[src/rtl/wb_psram_ctrl_pkg.sv]
`default_nettype none
// ============================================================================
// Module  : wb_psram_ctrl_pkg
// Purpose : Shared definitions for the Wishbone-to-CellularRAM controller.
//           - FSM state encoding
//           - Grouped device strobe pins and their inactive values
//           - Constant async-mode pin levels
//           - Helper that builds the strobe set for one device access
// Ports   : none (package)
// Revision: 1.0 - initial release
// ============================================================================
package wb_psram_ctrl_pkg;

    typedef enum logic [2:0] {
        ST_IDLE   = 3'd0,
        ST_ACC_HI = 3'd1,
        ST_GAP    = 3'd2,
        ST_ACC_LO = 3'd3,
        ST_ACK    = 3'd4
    } state_t;

    // Device-facing strobes kept together so a phase can load them in one go.
    typedef struct packed {
        logic       ce_n;
        logic       oe_n;
        logic       we_n;
        logic [1:0] be_n;
        logic       dat_oe;
    } pins_t;

    localparam pins_t PINS_IDLE = '{ce_n: 1'b1, oe_n: 1'b1, we_n: 1'b1,
                                    be_n: 2'b11, dat_oe: 1'b0};

    // Asynchronous mode: no device clock, address valid strobe tied active,
    // config register access disabled, shared flash kept off the bus.
    localparam logic SRAM_CLK_VAL   = 1'b0;
    localparam logic SRAM_ADV_N_VAL = 1'b0;
    localparam logic SRAM_CRE_VAL   = 1'b0;
    localparam logic FLASH_CE_N_VAL = 1'b1;

    // Strobe set for the first cycle of a half-word access. A write keeps
    // we_n low from the first cycle; the FSM raises it for the hold cycle.
    function automatic pins_t phase_pins(input logic we, input logic [1:0] sel_half);
        pins_t p;
        p      = PINS_IDLE;
        p.ce_n = 1'b0;
        if (we) begin
            p.we_n   = 1'b0;
            p.be_n   = ~sel_half;
            p.dat_oe = 1'b1;
        end else begin
            p.oe_n = 1'b0;
            p.be_n = 2'b00;
        end
        return p;
    endfunction

endpackage : wb_psram_ctrl_pkg
`default_nettype wire

[src/rtl/wb_psram_ctrl_if.sv]
`default_nettype none
// ============================================================================
// Module  : wb_psram_if
// Purpose : Wishbone classic bus bundle between the interconnect (master)
//           and the PSRAM controller (slave).
// Ports   : wb_adr_i  byte address       wb_dat_i  write data
//           wb_dat_o  read data          wb_sel_i  byte selects ([3]=31:24)
//           wb_stb_i  strobe             wb_cyc_i  cycle
//           wb_we_i   write enable       wb_ack_o  acknowledge
// Revision: 1.0 - initial release
// ============================================================================
interface wb_psram_if;
    logic [31:0] wb_adr_i;
    logic [31:0] wb_dat_i;
    logic [31:0] wb_dat_o;
    logic [3:0]  wb_sel_i;
    logic        wb_stb_i;
    logic        wb_cyc_i;
    logic        wb_we_i;
    logic        wb_ack_o;

    modport slave (
        input  wb_adr_i, wb_dat_i, wb_sel_i, wb_stb_i, wb_cyc_i, wb_we_i,
        output wb_dat_o, wb_ack_o
    );

    modport master (
        output wb_adr_i, wb_dat_i, wb_sel_i, wb_stb_i, wb_cyc_i, wb_we_i,
        input  wb_dat_o, wb_ack_o
    );
endinterface : wb_psram_if
`default_nettype wire

[src/rtl/wb_psram_ctrl.sv]
`default_nettype none
// ============================================================================
// Module  : wb_psram_ctrl
// Purpose : Wishbone classic slave driving a Micron CellularRAM in
//           asynchronous mode. A 32-bit access is split into a high then a
//           low 16-bit device access, each LATENCY cycles long, separated by
//           one idle GAP cycle. Writes skip halves whose byte selects are 0.
// Ports   : clk, reset          clock, synchronous active-high reset
//           wb (slave modport)  Wishbone bus
//           sram_adr            half-word address {word address, hw}, hw=0 high
//           sram_dat_i/_o/_oe   device data in/out and tristate enable
//           sram_be_n           byte enables ([1] = upper byte)
//           sram_ce_n/oe_n/we_n device strobes, active-low
//           sram_clk/adv_n/cre, flash_ce_n  constant async-mode levels
// Revision: 1.0 - initial release
// ============================================================================
module wb_psram_ctrl
    import wb_psram_ctrl_pkg::*;
#(
    parameter int ADR_WIDTH = 22,
    parameter int LATENCY   = 4
) (
    input  wire logic                 clk,
    input  wire logic                 reset,
    wb_psram_if.slave                 wb,
    output logic [ADR_WIDTH:0]        sram_adr,
    input  wire logic [15:0]          sram_dat_i,
    output logic [15:0]               sram_dat_o,
    output logic                      sram_dat_oe,
    output logic [1:0]                sram_be_n,
    output logic                      sram_ce_n,
    output logic                      sram_oe_n,
    output logic                      sram_we_n,
    output logic                      sram_clk,
    output logic                      sram_adv_n,
    output logic                      sram_cre,
    output logic                      flash_ce_n
);

    localparam int CNT_W = (LATENCY > 2) ? $clog2(LATENCY) : 1;

    if (LATENCY < 2) begin : g_latency_check
        $error("wb_psram_ctrl: LATENCY must be at least 2");
    end

    state_t                 state;
    logic [CNT_W-1:0]       cnt;
    pins_t                  pins;
    logic                   ack;
    logic [31:0]            dat_rd;
    logic [ADR_WIDTH:0]     adr_q;
    logic [15:0]            dat_wr_q;

    // Request fields held for the low half, which may start after the bus
    // inputs have moved on.
    logic [ADR_WIDTH-1:0]   lat_adr;
    logic                   lat_we;
    logic [1:0]             lat_sel_lo;
    logic [15:0]            lat_dat_lo;
    logic                   lat_need_lo;

    logic                   need_hi;
    logic                   need_lo;
    logic                   unused_adr_bits;

    // Reads always touch both halves; writes only halves with a byte selected.
    assign need_hi = !wb.wb_we_i || (wb.wb_sel_i[3:2] != 2'b00);
    assign need_lo = !wb.wb_we_i || (wb.wb_sel_i[1:0] != 2'b00);

    assign unused_adr_bits = ^{wb.wb_adr_i[31:ADR_WIDTH+2], wb.wb_adr_i[1:0]};

    always_ff @(posedge clk) begin
        if (reset) begin
            state       <= ST_IDLE;
            cnt         <= '0;
            pins        <= PINS_IDLE;
            ack         <= 1'b0;
            dat_rd      <= '0;
            adr_q       <= '0;
            dat_wr_q    <= '0;
            lat_adr     <= '0;
            lat_we      <= 1'b0;
            lat_sel_lo  <= '0;
            lat_dat_lo  <= '0;
            lat_need_lo <= 1'b0;
        end else begin
            ack <= 1'b0;
            case (state)
                ST_IDLE: begin
                    // While ack is still visible the master has not yet had
                    // a chance to drop stb, so the request is not new.
                    if (!ack && wb.wb_cyc_i && wb.wb_stb_i) begin
                        lat_adr     <= wb.wb_adr_i[ADR_WIDTH+1:2];
                        lat_we      <= wb.wb_we_i;
                        lat_sel_lo  <= wb.wb_sel_i[1:0];
                        lat_dat_lo  <= wb.wb_dat_i[15:0];
                        lat_need_lo <= need_lo;
                        if (need_hi) begin
                            state    <= ST_ACC_HI;
                            cnt      <= CNT_W'(LATENCY - 1);
                            pins     <= phase_pins(wb.wb_we_i, wb.wb_sel_i[3:2]);
                            adr_q    <= {wb.wb_adr_i[ADR_WIDTH+1:2], 1'b0};
                            dat_wr_q <= wb.wb_dat_i[31:16];
                        end else if (need_lo) begin
                            state    <= ST_ACC_LO;
                            cnt      <= CNT_W'(LATENCY - 1);
                            pins     <= phase_pins(wb.wb_we_i, wb.wb_sel_i[1:0]);
                            adr_q    <= {wb.wb_adr_i[ADR_WIDTH+1:2], 1'b1};
                            dat_wr_q <= wb.wb_dat_i[15:0];
                        end else begin
                            state <= ST_ACK;
                        end
                    end
                end

                ST_ACC_HI, ST_ACC_LO: begin
                    if (cnt != '0) begin
                        cnt <= cnt - 1'b1;
                        // Last cycle of a write: release we_n, keep data
                        // driven so the device sees hold time.
                        if (cnt == CNT_W'(1) && lat_we) begin
                            pins.we_n <= 1'b1;
                        end
                    end else begin
                        if (!lat_we) begin
                            if (state == ST_ACC_HI) begin
                                dat_rd[31:16] <= sram_dat_i;
                            end else begin
                                dat_rd[15:0]  <= sram_dat_i;
                            end
                        end
                        pins <= PINS_IDLE;
                        // A dropped cycle is only honoured once the device
                        // access has run to completion.
                        if (!wb.wb_cyc_i) begin
                            state <= ST_IDLE;
                        end else if (state == ST_ACC_HI && lat_need_lo) begin
                            state <= ST_GAP;
                        end else begin
                            state <= ST_ACK;
                        end
                    end
                end

                ST_GAP: begin
                    state    <= ST_ACC_LO;
                    cnt      <= CNT_W'(LATENCY - 1);
                    pins     <= phase_pins(lat_we, lat_sel_lo);
                    adr_q    <= {lat_adr, 1'b1};
                    dat_wr_q <= lat_dat_lo;
                end

                ST_ACK: begin
                    ack   <= 1'b1;
                    state <= ST_IDLE;
                end

                default: begin
                    state <= ST_IDLE;
                    pins  <= PINS_IDLE;
                end
            endcase
        end
    end

    assign wb.wb_ack_o = ack;
    assign wb.wb_dat_o = dat_rd;

    assign sram_adr    = adr_q;
    assign sram_dat_o  = dat_wr_q;
    assign sram_dat_oe = pins.dat_oe;
    assign sram_be_n   = pins.be_n;
    assign sram_ce_n   = pins.ce_n;
    assign sram_oe_n   = pins.oe_n;
    assign sram_we_n   = pins.we_n;

    assign sram_clk    = SRAM_CLK_VAL;
    assign sram_adv_n  = SRAM_ADV_N_VAL;
    assign sram_cre    = SRAM_CRE_VAL;
    assign flash_ce_n  = FLASH_CE_N_VAL;

endmodule : wb_psram_ctrl
`default_nettype wire

[src/flat_wrapper.sv]
// flat-port wrapper written by rule: the top's interface ports become plain ports
module wb_psram_ctrl_flat import wb_psram_ctrl_pkg::*;
#(
    parameter int ADR_WIDTH = 22,
    parameter int LATENCY   = 4
)
  (clk, reset, sram_adr, sram_dat_i, sram_dat_o, sram_dat_oe, sram_be_n, sram_ce_n, sram_oe_n, sram_we_n, sram_clk, sram_adv_n, sram_cre, flash_ce_n, wb_wb_adr_i, wb_wb_dat_i, wb_wb_sel_i, wb_wb_stb_i, wb_wb_cyc_i, wb_wb_we_i, wb_wb_dat_o, wb_wb_ack_o);
  wb_psram_if wb_i ();
  input  wire logic clk;
  input  wire logic reset;
  output logic [ADR_WIDTH:0] sram_adr;
  input  wire logic [15:0] sram_dat_i;
  output logic [15:0] sram_dat_o;
  output logic sram_dat_oe;
  output logic [1:0] sram_be_n;
  output logic sram_ce_n;
  output logic sram_oe_n;
  output logic sram_we_n;
  output logic sram_clk;
  output logic sram_adv_n;
  output logic sram_cre;
  output logic flash_ce_n;
  input wire logic [$bits(wb_i.wb_adr_i)-1:0] wb_wb_adr_i;
  input wire logic [$bits(wb_i.wb_dat_i)-1:0] wb_wb_dat_i;
  input wire logic [$bits(wb_i.wb_sel_i)-1:0] wb_wb_sel_i;
  input wire logic [$bits(wb_i.wb_stb_i)-1:0] wb_wb_stb_i;
  input wire logic [$bits(wb_i.wb_cyc_i)-1:0] wb_wb_cyc_i;
  input wire logic [$bits(wb_i.wb_we_i)-1:0] wb_wb_we_i;
  output wire logic [$bits(wb_i.wb_dat_o)-1:0] wb_wb_dat_o;
  output wire logic [$bits(wb_i.wb_ack_o)-1:0] wb_wb_ack_o;
  assign wb_i.wb_adr_i = wb_wb_adr_i;
  assign wb_i.wb_dat_i = wb_wb_dat_i;
  assign wb_i.wb_sel_i = wb_wb_sel_i;
  assign wb_i.wb_stb_i = wb_wb_stb_i;
  assign wb_i.wb_cyc_i = wb_wb_cyc_i;
  assign wb_i.wb_we_i = wb_wb_we_i;
  assign wb_wb_dat_o = wb_i.wb_dat_o;
  assign wb_wb_ack_o = wb_i.wb_ack_o;
  wb_psram_ctrl #(.ADR_WIDTH(ADR_WIDTH), .LATENCY(LATENCY)) u_core (.clk(clk), .reset(reset), .wb(wb_i), .sram_adr(sram_adr), .sram_dat_i(sram_dat_i), .sram_dat_o(sram_dat_o), .sram_dat_oe(sram_dat_oe), .sram_be_n(sram_be_n), .sram_ce_n(sram_ce_n), .sram_oe_n(sram_oe_n), .sram_we_n(sram_we_n), .sram_clk(sram_clk), .sram_adv_n(sram_adv_n), .sram_cre(sram_cre), .flash_ce_n(flash_ce_n));
endmodule
[config.mk]
export PLATFORM = sky130hd
export DESIGN_NAME = wb_psram_ctrl_flat
export DESIGN_NICKNAME = d
export VERILOG_FILES = /design/src/rtl/wb_psram_ctrl_pkg.sv /design/src/rtl/wb_psram_ctrl_if.sv /design/src/rtl/wb_psram_ctrl.sv /design/src/flat_wrapper.sv
export SDC_FILE = /design/constraint.sdc
export NUM_CORES = 1
export LEC_CHECK = 0
export CORE_MARGIN = 2
export CORE_UTILIZATION = 47
export CTS_CLUSTER_SIZE = 10
export DETAILED_ROUTE_END_ITERATION = 7
export PLACE_DENSITY = 0.85
export SETUP_SLACK_MARGIN = 0.02
export SYNTH_ARGS = -nofsm -noshare
export SYNTH_HDL_FRONTEND = slang
export SYNTH_SLANG_ARGS = --single-unit
[constraint.sdc]
create_clock -name clk -period 2.3 [get_ports clk]
set_input_delay 0.23 -clock clk [delete_from_list [all_inputs] [get_ports clk]]
set_output_delay 0.23 -clock clk [all_outputs]
set_load 0.005 [all_outputs]
==> impl_results.md <==
- Via count of the routed design: 5033
- Met3 usage: 6.72%
- EDFF count, synth: 0
- CP max stage delay: roughly 640 ps
- Slowest cell on the critical path: dfxtp_1
- Io pins: ~170
- I/O Buffers: 156
- # clock sinks: ~130
- Multi-input gate area: 2630 sq um
- Slew margin rel.: 55.6%
- Tightest Hold Check Type: in -> reg
- H-Tree Depth: 4
- Worst skew pair latency: slightly above 400 ps
- Status: finished, final reports clean
- Initial antenna violation count: 0
- Post-CTS setup buffer count: 0
- Setup CP Type: reg -> reg
- Post-synthesis register bit count: around 130
- Worst path cell trace: nor4bb_1 -> nor2b_2 -> buf_12 -> mux2i_1 -> nor2_1
- DRT iter0 DRCs: 346
- Largest cells by area after synthesis: dfxtp_1 (46%), mux2i_1 (12%), nand2_1 (8.8%)
- Worst EP arrival: 2160 ps
- Sequential area share after synthesis: 46.3%
- FF/Latch Area: 2500 sq um
- Simple-gate portion of the synthesized area: 18.0%
- Met2 usage: around two fifths
- CTS buffer count: 17
- # DRC: 0
- CP Launch Type: register
- First-pass detailed-route iteration total: 6
- Fmax: 527 MHz
- Final std cells w/o fill: a little over 900
- Vias in the first global route: between 5000 and 6000
- Required time worst endpoint: around 2600 ps
- Post-Place Cells: 875
- Die width: 111 um
- Core Rows: 39
- Fin util: around 68%
- Top_reg_cell synth: dfxtp_1
- Largest net degree at the start of global routing: 59
- Proportion of layout cells with a drive suffix above 1: 8.39%
- Setup crit end kind: register
- DP Wirelength: 10300 um
- XOR/XNOR Fraction of Synth Area: 0%
- LEAKAGE: 3.26 nW
- CTS tree: built
- RSZ-0062 raised after global routing: false
- Yosys top cell area share: 46.3%
- Most frequent cells in the layout: clkdlybuf4s50_1 (155), nand2_1 (126), dfxtp_1 (124), mux2i_1 (67), nor2_1 (57)
- GRT Util Overall: 24.7%
- Worst IR Drop VDD: around 0.42 mV
- Hold Buf Count CTS: 0
- Area leader, netlist: dfxtp_1
- Distinct cells, synth: 48
- Syn avg cell area: 8.83 sq um
- Clk root buf: clkbuf_16
- Final Cycle Share: 82.5%
- Adder-cell share of the synthesized area: 0.463%
- Worst-path fanout max: 16
- Synth warn: 0
- Routed vias/inst: 5.56
- Gpl congestion: 0.855
- Die height: 111 um
- Met1 Usage GRT: a little under a third
- Compound-cell area share of the yosys netlist: 17.1%
- DR WL/cell: between 15 and 20 um
- Final TNS setup: 0 ps
- Post_cts resized: 0
- Fin. Hold Viols: 0
- Die footprint: between 10000 and 15000 sq um
- Diode count: 0
- Worst-path clk slew: 60 ps
- Fin. max-slew vios: 0
- # nets final: 842
- Most common cell after layout, fill and taps aside: clkdlybuf4s50_1
- GRT busiest layer: met2
- Max Cap Violations: 0
- Grt total ovfl: 0
- Post-synthesis mux area share: 12.4%
- Antenna viol nets, final: 0
- First-pass GRT wire length: approximately 25000 um
- Area grow syn2layout: 41.8%
- Core outline area: between 10000 and 15000 sq um
- Area of the mapped netlist: 5400 sq um
- Fill cells: 885
- Pwr Total: 5.96 mW
- Post-synthesis cell count: between 600 and 700
- Largest family of logic cells by synthesized area: simple AND/OR/NAND/NOR gates
- Drt total wl: 15000 um
- Minimum clock period: 1900 ps
- Worst Clk Skew: around 9 ps
- Power Density: between 700 and 800 nW/um^2
- CTS Buffer Depth: 2
- Worst Tran Pin Value: roughly 660 ps
- # setup viols final: 0
- Starting Density: 47.7%
- Asr flop ratio synth: 0%
path summary, 6_finish.rpt:
kind	start	endpoint	slack, ps	cells past startpoint
setup / recovery	u_core.state[0]	u_core.wb.wb_dat_o[29]	400	5
hold / removal	reset	u_core.lat_dat_lo[2]	280	2
setup reg to reg	u_core.state[0]	u_core.wb.wb_dat_o[29]	400	5
hold reg to reg	u_core.lat_dat_lo[6]	u_core.lat_dat_lo[6]	450	2
registers in the layout (all words and copies together), names as in the netlist:
name and cells:
u_core.wb.wb_dat_o 32, u_core.sram_adr 23, u_core.lat_adr 22, u_core.lat_dat_lo 16, u_core.sram_dat_o 16, u_core.state 3, u_core.cnt 2, u_core.lat_sel_lo 2
u_core.sram_be_n 2, u_core.lat_need_lo 1, u_core.lat_we 1, u_core.sram_ce_n 1, u_core.sram_dat_oe 1, u_core.sram_oe_n 1, u_core.sram_we_n 1, u_core.wb.wb_ack_o 1
critical path: cells and delay by family, from the launching register on:
family	cells	cell delay [ps]
buf+inv	1	190
flops	1	640
mux	1	210
simple gates	3	710
through the flow:
| stage | cell area, sq um | hold slack (ps) | setup slack, ps |
|---|---|---|---|
| 3_3_place_gp | 7070 | 442 | 211 |
| 5_1_grt | 7660 | 285 | 272 |
| 3_5_place_dp | 7070 | 447 | 190 |
| 2_1_floorplan | 5410 | 339 | 676 |
| 4_1_cts | 7660 | 266 | 378 |
| 6_report | 7660 | 280 | 403 |
area by class of cell:
type / instances / share of cell area (%)
timing repair buffer: 176 / 22.8
tap: 143 / 2.34
inverter: 4 / 0.196
multi-input combinational: 427 / 34.3
clock buffer: 19 / 5.91
sequential: 125 / 32.7
clock inverter: 12 / 1.78
synthesized netlist by cell type (2+ instances only):
cell / n
nand2_1: 126
dfxtp_1: 125
mux2i_1: 67
nor2_1: 58
a21oi_1: 43
clkbuf_1: 35
nand3_1: 25
o2111ai_1: 22
o211a_1: 22
a211o_1: 16
buf_2: 10
buf_4: 8
o21ai_0: 6
nor2b_1: 4
nor3_1: 4
inv_1: 3
a21boi_0: 2
buf_1: 2
buf_6: 2
conb_1: 2
ha_1: 2
nand2b_1: 2
power breakdown:
group          switching (mW)  internal [mW]  leakage, nW
sequential             0.0877           2.31         1.02
clock                   0.984           1.65        0.282
combinational           0.425          0.497         1.96
total                    1.50           4.46         3.26
cell families (layout without fill, tap and decap cells):
group                    Yosys count  after routing
flip-flops                       125            125
multiplexers                      67             67
other                              2              4
buffers and inverters             62            211
AND/OR/NAND/NOR                  230            230
adder cells (fa/ha/maj)            2              2
AO/OA/AOI/OAI                    124            124
metal layers:
metal | wire length (um) | vias up
li1 | - | 2407
met1 | 6400 | 2399
met2 | 7330 | 190
met3 | 915 | 37
met4 | 395 | 0
met5 | 0 | -
Note: power is estimated with default switching activity, not from simulation.
